--- config.mk ---
export PLATFORM = sky130hd
export DESIGN_NAME = multicycle_control_unit
export DESIGN_NICKNAME = d
export VERILOG_FILES = /design/src/rtl/mips_defs.sv /design/src/rtl/alu_decoder.sv /design/src/rtl/multicycle_control_unit.sv
export SDC_FILE = /design/constraint.sdc
export NUM_CORES = 1
export LEC_CHECK = 0
export CORE_AREA = 3 3 40 42
export CTS_CLUSTER_SIZE = 16
export DETAILED_ROUTE_END_ITERATION = 10
export DIE_AREA = 0 0 43 45
export DONT_BUFFER_PORTS = 1
export GPL_ROUTABILITY_DRIVEN = 0
export HOLD_SLACK_MARGIN = 0.15
export PLACE_DENSITY = 0.68
export SLEW_MARGIN = 20
export SYNTH_ARGS = -nofsm -noshare
export SYNTH_HDL_FRONTEND = slang
export SYNTH_SLANG_ARGS = --single-unit
--- constraint.sdc ---
create_clock -name clk -period 3.9 [get_ports clk]
set_input_delay 0.585 -clock clk [delete_from_list [all_inputs] [get_ports clk]]
set_output_delay 0.585 -clock clk [all_outputs]
set_load 0.005 [all_outputs]
--- src/rtl/mips_defs.sv ---
// Shared encodings for the multicycle MIPS control path: opcodes, funct codes,
// ALUControl codes (shared with the ALU), ALUOp and FSM state encodings.
package mips_defs;

    localparam logic [5:0] OP_RTYPE = 6'b000000;
    localparam logic [5:0] OP_LW    = 6'b100011;
    localparam logic [5:0] OP_SW    = 6'b101011;
    localparam logic [5:0] OP_BEQ   = 6'b000100;
    localparam logic [5:0] OP_ADDI  = 6'b001000;
    localparam logic [5:0] OP_J     = 6'b000010;

    localparam logic [5:0] FN_ADD = 6'b100000;
    localparam logic [5:0] FN_SUB = 6'b100010;
    localparam logic [5:0] FN_AND = 6'b100100;
    localparam logic [5:0] FN_OR  = 6'b100101;
    localparam logic [5:0] FN_SLT = 6'b101010;

    localparam logic [2:0] ALU_ADD = 3'b010;
    localparam logic [2:0] ALU_SUB = 3'b110;
    localparam logic [2:0] ALU_AND = 3'b000;
    localparam logic [2:0] ALU_OR  = 3'b001;
    localparam logic [2:0] ALU_SLT = 3'b111;

    localparam logic [1:0] SRCB_B     = 2'b00;
    localparam logic [1:0] SRCB_FOUR  = 2'b01;
    localparam logic [1:0] SRCB_IMM   = 2'b10;
    localparam logic [1:0] SRCB_IMMSH = 2'b11;

    localparam logic [1:0] PCSRC_ALURES = 2'b00;
    localparam logic [1:0] PCSRC_ALUOUT = 2'b01;
    localparam logic [1:0] PCSRC_JUMP   = 2'b10;

    typedef enum logic [1:0] {
        ALUOP_ADD   = 2'b00,
        ALUOP_SUB   = 2'b01,
        ALUOP_FUNCT = 2'b10
    } aluop_e;

    typedef enum logic [3:0] {
        S_FETCH    = 4'd0,
        S_DECODE   = 4'd1,
        S_MEMADR   = 4'd2,
        S_MEMRD    = 4'd3,
        S_MEMWB    = 4'd4,
        S_MEMWR    = 4'd5,
        S_EXECUTE  = 4'd6,
        S_ALUWB    = 4'd7,
        S_BRANCH   = 4'd8,
        S_ADDIEXEC = 4'd9,
        S_ADDIWB   = 4'd10,
        S_JUMP     = 4'd11
    } state_e;

    function automatic logic op_supported(input logic [5:0] op);
        return (op == OP_LW) || (op == OP_SW) || (op == OP_RTYPE) ||
               (op == OP_BEQ) || (op == OP_ADDI) || (op == OP_J);
    endfunction

endpackage

--- src/rtl/alu_decoder.sv ---
// Maps the FSM's ALUOp request plus the instruction funct field to an ALUControl code.
module alu_decoder
    import mips_defs::*;
(
    input  aluop_e      ALUOp,
    input  logic [5:0]  Funct,
    output logic [2:0]  ALUControl
);

    always_comb begin
        ALUControl = ALU_ADD;
        unique case (ALUOp)
            ALUOP_SUB: ALUControl = ALU_SUB;
            ALUOP_FUNCT: begin
                // Unknown funct codes fall back to add rather than flagging an error.
                case (Funct)
                    FN_ADD:  ALUControl = ALU_ADD;
                    FN_SUB:  ALUControl = ALU_SUB;
                    FN_AND:  ALUControl = ALU_AND;
                    FN_OR:   ALUControl = ALU_OR;
                    FN_SLT:  ALUControl = ALU_SLT;
                    default: ALUControl = ALU_ADD;
                endcase
            end
            default: ALUControl = ALU_ADD;
        endcase
    end

endmodule

--- src/rtl/multicycle_control_unit.sv ---
// Moore control FSM for the multicycle MIPS datapath; sequences fetch/decode/execute
// around the shared ALU and stalls on the memory ready handshake.
module multicycle_control_unit
    import mips_defs::*;
(
    input  logic       clk,
    input  logic       rst_n,
    input  logic [5:0] Op,
    input  logic [5:0] Funct,
    input  logic       ZeroFlag,
    input  logic       MemReady,
    output logic       MemRead,
    output logic       MemWrite,
    output logic       IorD,
    output logic       IRWrite,
    output logic       RegDst,
    output logic       MemtoReg,
    output logic       RegWrite,
    output logic       ALUSrcA,
    output logic [1:0] ALUSrcB,
    output logic [2:0] ALUControl,
    output logic [1:0] PCSrc,
    output logic       PCEn,
    output logic       IllegalOp
);

    state_e state_q, state_d;
    aluop_e alu_op;
    logic   pc_write;
    logic   branch;

    always_ff @(posedge clk or negedge rst_n) begin
        if (!rst_n) state_q <= S_FETCH;
        else        state_q <= state_d;
    end

    always_comb begin
        state_d = state_q;
        unique case (state_q)
            S_FETCH:  if (MemReady) state_d = S_DECODE;
            S_DECODE: begin
                case (Op)
                    OP_LW, OP_SW: state_d = S_MEMADR;
                    OP_RTYPE:     state_d = S_EXECUTE;
                    OP_BEQ:       state_d = S_BRANCH;
                    OP_ADDI:      state_d = S_ADDIEXEC;
                    OP_J:         state_d = S_JUMP;
                    default:      state_d = S_FETCH;
                endcase
            end
            S_MEMADR:   state_d = (Op == OP_SW) ? S_MEMWR : S_MEMRD;
            S_MEMRD:    if (MemReady) state_d = S_MEMWB;
            S_MEMWB:    state_d = S_FETCH;
            S_MEMWR:    if (MemReady) state_d = S_FETCH;
            S_EXECUTE:  state_d = S_ALUWB;
            S_ALUWB:    state_d = S_FETCH;
            S_BRANCH:   state_d = S_FETCH;
            S_ADDIEXEC: state_d = S_ADDIWB;
            S_ADDIWB:   state_d = S_FETCH;
            S_JUMP:     state_d = S_FETCH;
            default:    state_d = S_FETCH;
        endcase
    end

    always_comb begin
        MemRead   = 1'b0;
        MemWrite  = 1'b0;
        IorD      = 1'b0;
        IRWrite   = 1'b0;
        RegDst    = 1'b0;
        MemtoReg  = 1'b0;
        RegWrite  = 1'b0;
        ALUSrcA   = 1'b0;
        ALUSrcB   = SRCB_B;
        PCSrc     = PCSRC_ALURES;
        IllegalOp = 1'b0;
        alu_op    = ALUOP_ADD;
        pc_write  = 1'b0;
        branch    = 1'b0;
        unique case (state_q)
            S_FETCH: begin
                MemRead  = 1'b1;
                ALUSrcB  = SRCB_FOUR;
                // Reset also holds the state in FETCH; keep the IR and PC frozen then.
                IRWrite  = MemReady & rst_n;
                pc_write = MemReady & rst_n;
            end
            S_DECODE: begin
                ALUSrcB   = SRCB_IMMSH;
                IllegalOp = ~op_supported(Op);
            end
            S_MEMADR: begin
                ALUSrcA = 1'b1;
                ALUSrcB = SRCB_IMM;
            end
            S_MEMRD: begin
                MemRead = 1'b1;
                IorD    = 1'b1;
            end
            S_MEMWB: begin
                MemtoReg = 1'b1;
                RegWrite = 1'b1;
            end
            S_MEMWR: begin
                MemWrite = 1'b1;
                IorD     = 1'b1;
            end
            S_EXECUTE: begin
                ALUSrcA = 1'b1;
                alu_op  = ALUOP_FUNCT;
            end
            S_ALUWB: begin
                RegDst   = 1'b1;
                RegWrite = 1'b1;
            end
            S_BRANCH: begin
                ALUSrcA = 1'b1;
                alu_op  = ALUOP_SUB;
                PCSrc   = PCSRC_ALUOUT;
                branch  = 1'b1;
            end
            S_ADDIEXEC: begin
                ALUSrcA = 1'b1;
                ALUSrcB = SRCB_IMM;
            end
            S_ADDIWB: RegWrite = 1'b1;
            S_JUMP: begin
                PCSrc    = PCSRC_JUMP;
                pc_write = 1'b1;
            end
            default: ;
        endcase
    end

    assign PCEn = pc_write | (branch & ZeroFlag);

    alu_decoder u_alu_decoder (
        .ALUOp      (alu_op),
        .Funct      (Funct),
        .ALUControl (ALUControl)
    );

endmodule

-- After elaboration in Yosys (flattened, before gate mapping)
Cells that the tools add are included.
- register bits: 4
- latch bits: 0
- RAM bits: 0
- memory bits (read-only): 0
- input bits: 16
- output and inout bits: 17
- logic and storage cells: 66
- memories: 0
- add/sub/neg operators: 0
- $mul: 0
- divide/modulo/power cells: 0
- $lt $le $gt $ge: 0
- equal/unequal tests: 25
- shift-type cells: 0
- mux-type cells: 22
- bitwise gates (word level): 4
- reduce and logical (&&, ||, !) cells: 14
- operator list (kind ; number):
    6-bit equality test, second input constant ; 6
    4-bit one-hot mux with 7 select lines ; 1
    4-bit one-hot mux with 5 select lines ; 1
    4-bit by 3-bit equality test with 1-bit output, second input constant ; 4
    4-bit equality test, second input constant ; 4
    4-bit 2-to-1 mux ; 3
    3-bit one-hot mux with 4 select lines ; 1
    1-bit 2-to-1 mux ; 10
    4-bit by 2-bit equality test with 1-bit output, second input constant ; 2
    2-bit one-hot mux with 2 select lines ; 2
    2-bit OR reduction ; 4
    6-bit by 2-bit equality test with 1-bit output, second input constant ; 1
    6-bit by 3-bit equality test with 1-bit output, second input constant ; 1
    6-bit by 4-bit equality test with 1-bit output, second input constant ; 1
    6-bit zero test ; 1
    2-bit != test, second input constant ; 3
    2-bit one-hot mux with 3 select lines ; 1
    3-bit one-hot mux with 2 select lines ; 1
    1-bit logical OR ; 5
    4-bit by 1-bit equality test with 1-bit output, second input constant ; 1
    4-bit zero test ; 1
    4-bit OR reduction ; 1
    3-bit 2-to-1 mux ; 1
    3-bit AND reduction ; 1
    7 further kinds ; 8

-- Logic depth before layout (Yosys ltp)
- depth after elaboration: 8
- mapped depth: 7
- gate-level depth less buffers: 7

-- Cells and area by module
Synthesis repeated with hierarchy kept, for this count alone.
- cell total of the unflattened synthesis: 84
- area, all modules: 599.3 um^2
- modules (own cells, without submodules) (module ; times used ; cells an instance ; area each (um^2) ; seq. area each (um^2)):
    multicycle_control_unit ; 1 ; 69 ; 480.5 ; 100.1
    alu_decoder ; 1 ; 15 ; 118.9 ; 0.0

-- Worst setup path after synthesis
No wires, ideal clock.
- path type: input -> output
- from: input port Op[3]
- to: output port IllegalOp
- arrival: 1455 ps
- data required time: 3315 ps
- setup slack: 1860 ps
- stages: 5
- path buffers: 1
- cell sequence: buf_6 > o21ai_0 > o21ai_1 > or4_1 > and3_1
- word-level cells in the longest chain between the ends: 8
- elaborated cells on any way between the ends: 13
- classes of those cells: 5 x eq/ne; 1 x mux; 1 x bitwise; 6 x reduce/logical
- ends and longest elaborated chain (element ; line ; text):
    start, declared ; multicycle_control_unit.sv:8 ; input logic [5:0] Op,
    6-bit equality test ; mips_defs.sv:55 ; return (op == OP_LW) || (op == OP_SW) || (op == OP_RTYPE) ||
    1-bit logical OR (3 in series) ; mips_defs.sv:55 ;
    1-bit logical OR ; mips_defs.sv:56 ; (op == OP_BEQ) || (op == OP_ADDI) || (op == OP_J);
    1-bit logical OR (*) ; mips_defs.sv:56 ;
    1-bit inverter (*) ; multicycle_control_unit.sv:90 ; IllegalOp = ~op_supported(Op);
    1-bit 2-to-1 mux (*) ; multicycle_control_unit.sv:80 ; unique case (state_q)
    end, declared ; multicycle_control_unit.sv:24 ; output logic IllegalOp
Mark *: on every way between the ends. The rest lies on a longest branch, timed or not.

-- Final worst setup path
- from: register state_q[2]
- to: output port ALUControl[1]
- word-level cells in the longest chain between the ends: 4
- elaborated cells on any way between the ends: 6
- classes of those cells: 4 x eq/ne; 2 x mux
- ends and longest elaborated chain (element ; line ; text):
    start, declared ; multicycle_control_unit.sv:27 ; state_e state_q, state_d;
    start signal, assigned ; multicycle_control_unit.sv:34 ; else state_q <= state_d;
    4-bit equality test / 4-bit by 3-bit equality test with 1-bit output (equally long branches) ; multicycle_control_unit.sv:80 ;
    2-bit one-hot mux with 2 select lines (*) ; multicycle_control_unit.sv:80 ;
    2-bit equality test / 2-bit by 1-bit equality test with 1-bit output (equally long branches) ; alu_decoder.sv:12 ; unique case (ALUOp)
    3-bit one-hot mux with 2 select lines (*) ; alu_decoder.sv:12 ;
    end, declared ; multicycle_control_unit.sv:21 ; output logic [2:0] ALUControl,
Marked as above.

==> impl_results.md <==
* Number of search-and-repair iterations in the first detailed-routing pass at 4
* Part of the power in the clock network at 15.6%
* Portion of the clock cycle consumed by the worst path in the final layout at 66.28%
* Data arrival time of the critical path at 2.00 ns
* Final Hold Fails at 0
* Overall die area at 1935 sq um
* Cell Area, Synth at 603.1 sq um
* Gate power share at 53.1%
* Period minus WS final at 2.585 ns
* Static Leak at 0.2582 nW
* Number of buffers inserted by post-CTS setup repair at 0
* Peak per-stage delay on the critical path at 0.52 ns
* Final setup margin at 1.315 ns
* Max-cap check violation count at 0
* Final routed wirelength across all metal layers at 1427 um
* Initial core utilization at 46.93%
* Power per cell area at 537.1 nW/um^2
* Crit Reg-Reg Startpoint: state_q[1]$_DFFE_PN0P_
* Remaining antenna violation count at 0
* Total overflow reported by the global router at 0
* Cells along the critical path: inv_1, nand2_1, nor2_1, inv_1, ha_1, a211o_1
* Global-route wire length before repair at 2283 um
* Clock slew seen by the registers of the worst setup and hold paths at 0.04 ns
* Number of diodes added for antenna fixing at 0
* Depth of the CTS H-tree at 1
* Finished Cell Area at 610.6 sq um
* Final #Nets at 106
* Routed length per instance at 14.13 um
* Number of unique standard cell types used by synthesis at 35
* Type of destination of the critical path: primary output
* Critical Setup Path Class: reg2out
* Peak supply drop at 0.0002836 V
* Worst path buffer plus inverter count at 2
* Detailed placer's ending HPWL at 1122 um
* Max-slew violation count at 0
* Share of post-route cells with drive strength above 1 at 4.651%
* Initial antenna violation count at 0
* Flip-flop count of the largest register after layout at 4
* Critical Path Start Type: register
* Mean instance size in the synthesized netlist at 6.932 sq um
* Worst slack on hold paths at 0.5597 ns
* Inst Count DP at 97
* Sequential share of power at 31.2%
* Unrepaired setup endpoints after global routing: no
* Delay-heaviest family, CP: flip-flops
* Area of the core at 1285 sq um
* Initial DRC Count at 6
* Top cell by count, worst path: sky130_fd_sc_hd__inv_1
* Std cell rows at 13
* Mapped Cells at 87
* Run status: complete, no violations
* CTS tree: done
* Area growth, synth to finish at 1.245%
* Number of endpoints failing setup at the final stage at 0
* Internal Pwr Total at 0.1645 mW
* Post-Place Cell Area at 578.1 sq um
* DRC violations left at 0
* Max Clock Skew at 0.004302 ns
* Number of top-level pins at 33
* Cell at the root of the clock tree: sky130_fd_sc_hd__clkbuf_4
* Biggest register: state_q
* Largest driver fanout on the critical path at 14
* Net count after synthesis at 105
* Largest registers: state_q x4
* Number of vias in the routed layout at 615
* Transition time at the pin with the least slew margin at 0.4301 ns
* Utilization after layout at 47.52%
* Setup TNS at 0 ns
* Max Fclk at 386.9 MHz
* Crit path max-delay cell type: sky130_fd_sc_hd__dfrtp_1
* Flop and latch count out of synthesis at 4
* Clock net sink count at 4
* CP startpoint: state_q[2]$_DFFE_PN0P_
* Number of cells upsized or downsized after cts at 0
* Latest clock arrival within the worst-skew pair at 0.24 ns
* Min-Delay Path Class: in2reg
* Total Power at 0.3280 mW
* GR Util All Layers at 15.25%
* Clock Path Buffers at 2
* Setup Slack @ Placement at 1.562 ns
* Die X-Extent at 43 um
* Via count of the first global-routing pass at 518
* Vertical extent of the die at 45 um
* Vias per cell at 6.089
* Worst hold path startpoint: Op[5]
* Buffers added on ports at 0
* TritonCTS buffer count at 3
* Share of total power consumed by net switching at 49.84%
* Cell Count, Final, Fillers Out at 101
* Pin count of the biggest net entering global routing at 15
* Yosys warnings at 0
* Switching power at 0.1634 mW
* Required time of the worst setup path at 3.31 ns
* Slew HR at 71.33%
* Register area share after synthesis at 16.60%
-- worst reg2reg max path: cells and delay by family (launching register included) --
kind	cells	cell delay, ns
simple gates	2	0.38
flops	1	0.58
compound gates	2	0.31
-- power by group through the flow --
stage / logic (mW) / registers (mW) / clock network [mW]
4_1_cts: 0.176 / 0.101 / 0.0530
3_5_place_dp: 0.173 / 0.102 / 0
3_3_place_gp: 0.171 / 0.0997 / 0
6_report: 0.174 / 0.102 / 0.0513
5_1_grt: 0.197 / 0.108 / 0.0577
2_1_floorplan: 0.189 / 0.0663 / 0
-- routing by layer --
| metal | GRT usage (%) | vias to the layer above | wire, um |
|---|---|---|---|
| li1 | - | 312 | - |
| met1 | 22.22 | 278 | 661 |
| met2 | 21.26 | 25 | 610 |
| met3 | 6.773 | 0 | 155 |
| met4 | 1.807 | 0 | 0 |
| met5 | 0 | - | 0 |
-- layout by cell type, fill, tap and decap left out, types with 2 or more instances in the layout --
cell,count
sky130_fd_sc_hd__a211o_1,2
sky130_fd_sc_hd__a21o_1,2
sky130_fd_sc_hd__a21oi_1,2
sky130_fd_sc_hd__a31oi_1,2
sky130_fd_sc_hd__and3_1,3
sky130_fd_sc_hd__clkbuf_4,3
sky130_fd_sc_hd__dfrtp_1,4
sky130_fd_sc_hd__ha_1,2
sky130_fd_sc_hd__inv_1,5
sky130_fd_sc_hd__nand2_1,7
sky130_fd_sc_hd__nand3_1,2
sky130_fd_sc_hd__nand3b_1,2
sky130_fd_sc_hd__nor2_1,15
sky130_fd_sc_hd__nor2b_1,3
sky130_fd_sc_hd__nor3_1,6
sky130_fd_sc_hd__nor3b_1,2
sky130_fd_sc_hd__o21ai_0,5
sky130_fd_sc_hd__xor2_1,2
-- Yosys cell counts --
library cell | instances | area, sq um
sky130_fd_sc_hd__o21ai_0 | 5 | 25.02
sky130_fd_sc_hd__xor2_1 | 2 | 17.52
sky130_fd_sc_hd__a21o_1 | 2 | 15.01
sky130_fd_sc_hd__ha_1 | 2 | 25.02
sky130_fd_sc_hd__a21oi_1 | 2 | 10.01
sky130_fd_sc_hd__inv_1 | 5 | 18.77
sky130_fd_sc_hd__dfrtp_1 | 4 | 100.1
sky130_fd_sc_hd__nand2b_1 | 1 | 6.260
sky130_fd_sc_hd__mux2i_1 | 1 | 10.01
sky130_fd_sc_hd__nand3_1 | 2 | 10.01
sky130_fd_sc_hd__o221ai_1 | 1 | 8.760
sky130_fd_sc_hd__a31oi_1 | 2 | 12.51
sky130_fd_sc_hd__nor2b_1 | 3 | 18.77
sky130_fd_sc_hd__nand2_1 | 7 | 26.28
sky130_fd_sc_hd__or4_1 | 1 | 7.510
sky130_fd_sc_hd__o21ai_1 | 1 | 5.000
sky130_fd_sc_hd__a211o_1 | 2 | 17.52
sky130_fd_sc_hd__nor3b_1 | 2 | 15.01
sky130_fd_sc_hd__xor2_2 | 1 | 16.27
sky130_fd_sc_hd__a22oi_1 | 1 | 7.510
sky130_fd_sc_hd__o22ai_1 | 1 | 6.260
sky130_fd_sc_hd__o41ai_1 | 1 | 8.760
sky130_fd_sc_hd__a41oi_1 | 1 | 8.760
sky130_fd_sc_hd__buf_6 | 3 | 33.78
sky130_fd_sc_hd__nand3b_1 | 2 | 15.01
sky130_fd_sc_hd__o211ai_1 | 1 | 7.510
sky130_fd_sc_hd__nand4_1 | 1 | 6.260
sky130_fd_sc_hd__and3_1 | 3 | 18.77
sky130_fd_sc_hd__a221oi_1 | 1 | 8.760
sky130_fd_sc_hd__buf_2 | 2 | 10.01
sky130_fd_sc_hd__nor3_1 | 6 | 30.03
sky130_fd_sc_hd__nor2_1 | 15 | 56.30
sky130_fd_sc_hd__a211oi_1 | 1 | 7.510
sky130_fd_sc_hd__and2_1 | 1 | 6.260
sky130_fd_sc_hd__nor4_1 | 1 | 6.260
-- path summary, 6_finish.rpt --
kind	end	slack, ns	depth (start not counted)
max	ALUControl[1]	1.32	6
min	state_q[0]$_DFFE_PN0P_	0.56	3
max reg2reg	state_q[0]$_DFFE_PN0P_	2.50	4
min reg2reg	state_q[0]$_DFFE_PN0P_	0.65	1
max in group asynchronous	state_q[3]$_DFFE_PN0P_	3.11	1
min in group asynchronous	state_q[2]$_DFFE_PN0P_	0.62	1
-- cell families (layout without fill, tap and decap cells) --
group	Yosys count	count (layout)	share of synthesized area, %
adder cells (fa/ha/maj)	2	2	4.149
AND/OR/NAND/NOR	45	45	36.93
AO/OA/AOI/OAI	22	22	24.69
flip-flops	4	4	16.60
buffers and inverters	10	9	10.37
multiplexers	1	1	1.660
XOR/XNOR	3	3	5.603
-- area by class of cell --
type / instances / area [sq um]
flip-flops and latches: 4 / 100.1
multi-input cells: 73 / 440.4
inverters: 5 / 18.77
well taps: 15 / 18.77
fillers: 149 / 674.4
repair buffers: 1 / 10.01
clock buffers: 3 / 22.52
-- repair_timing --
action | 4_1_cts | 5_1_grt
hold buffers | 1 | 0
setup endpoints to repair | 0 | 0
endpoints found under the hold margin | 4 | 0
Power figures use the tool's default switching activity.
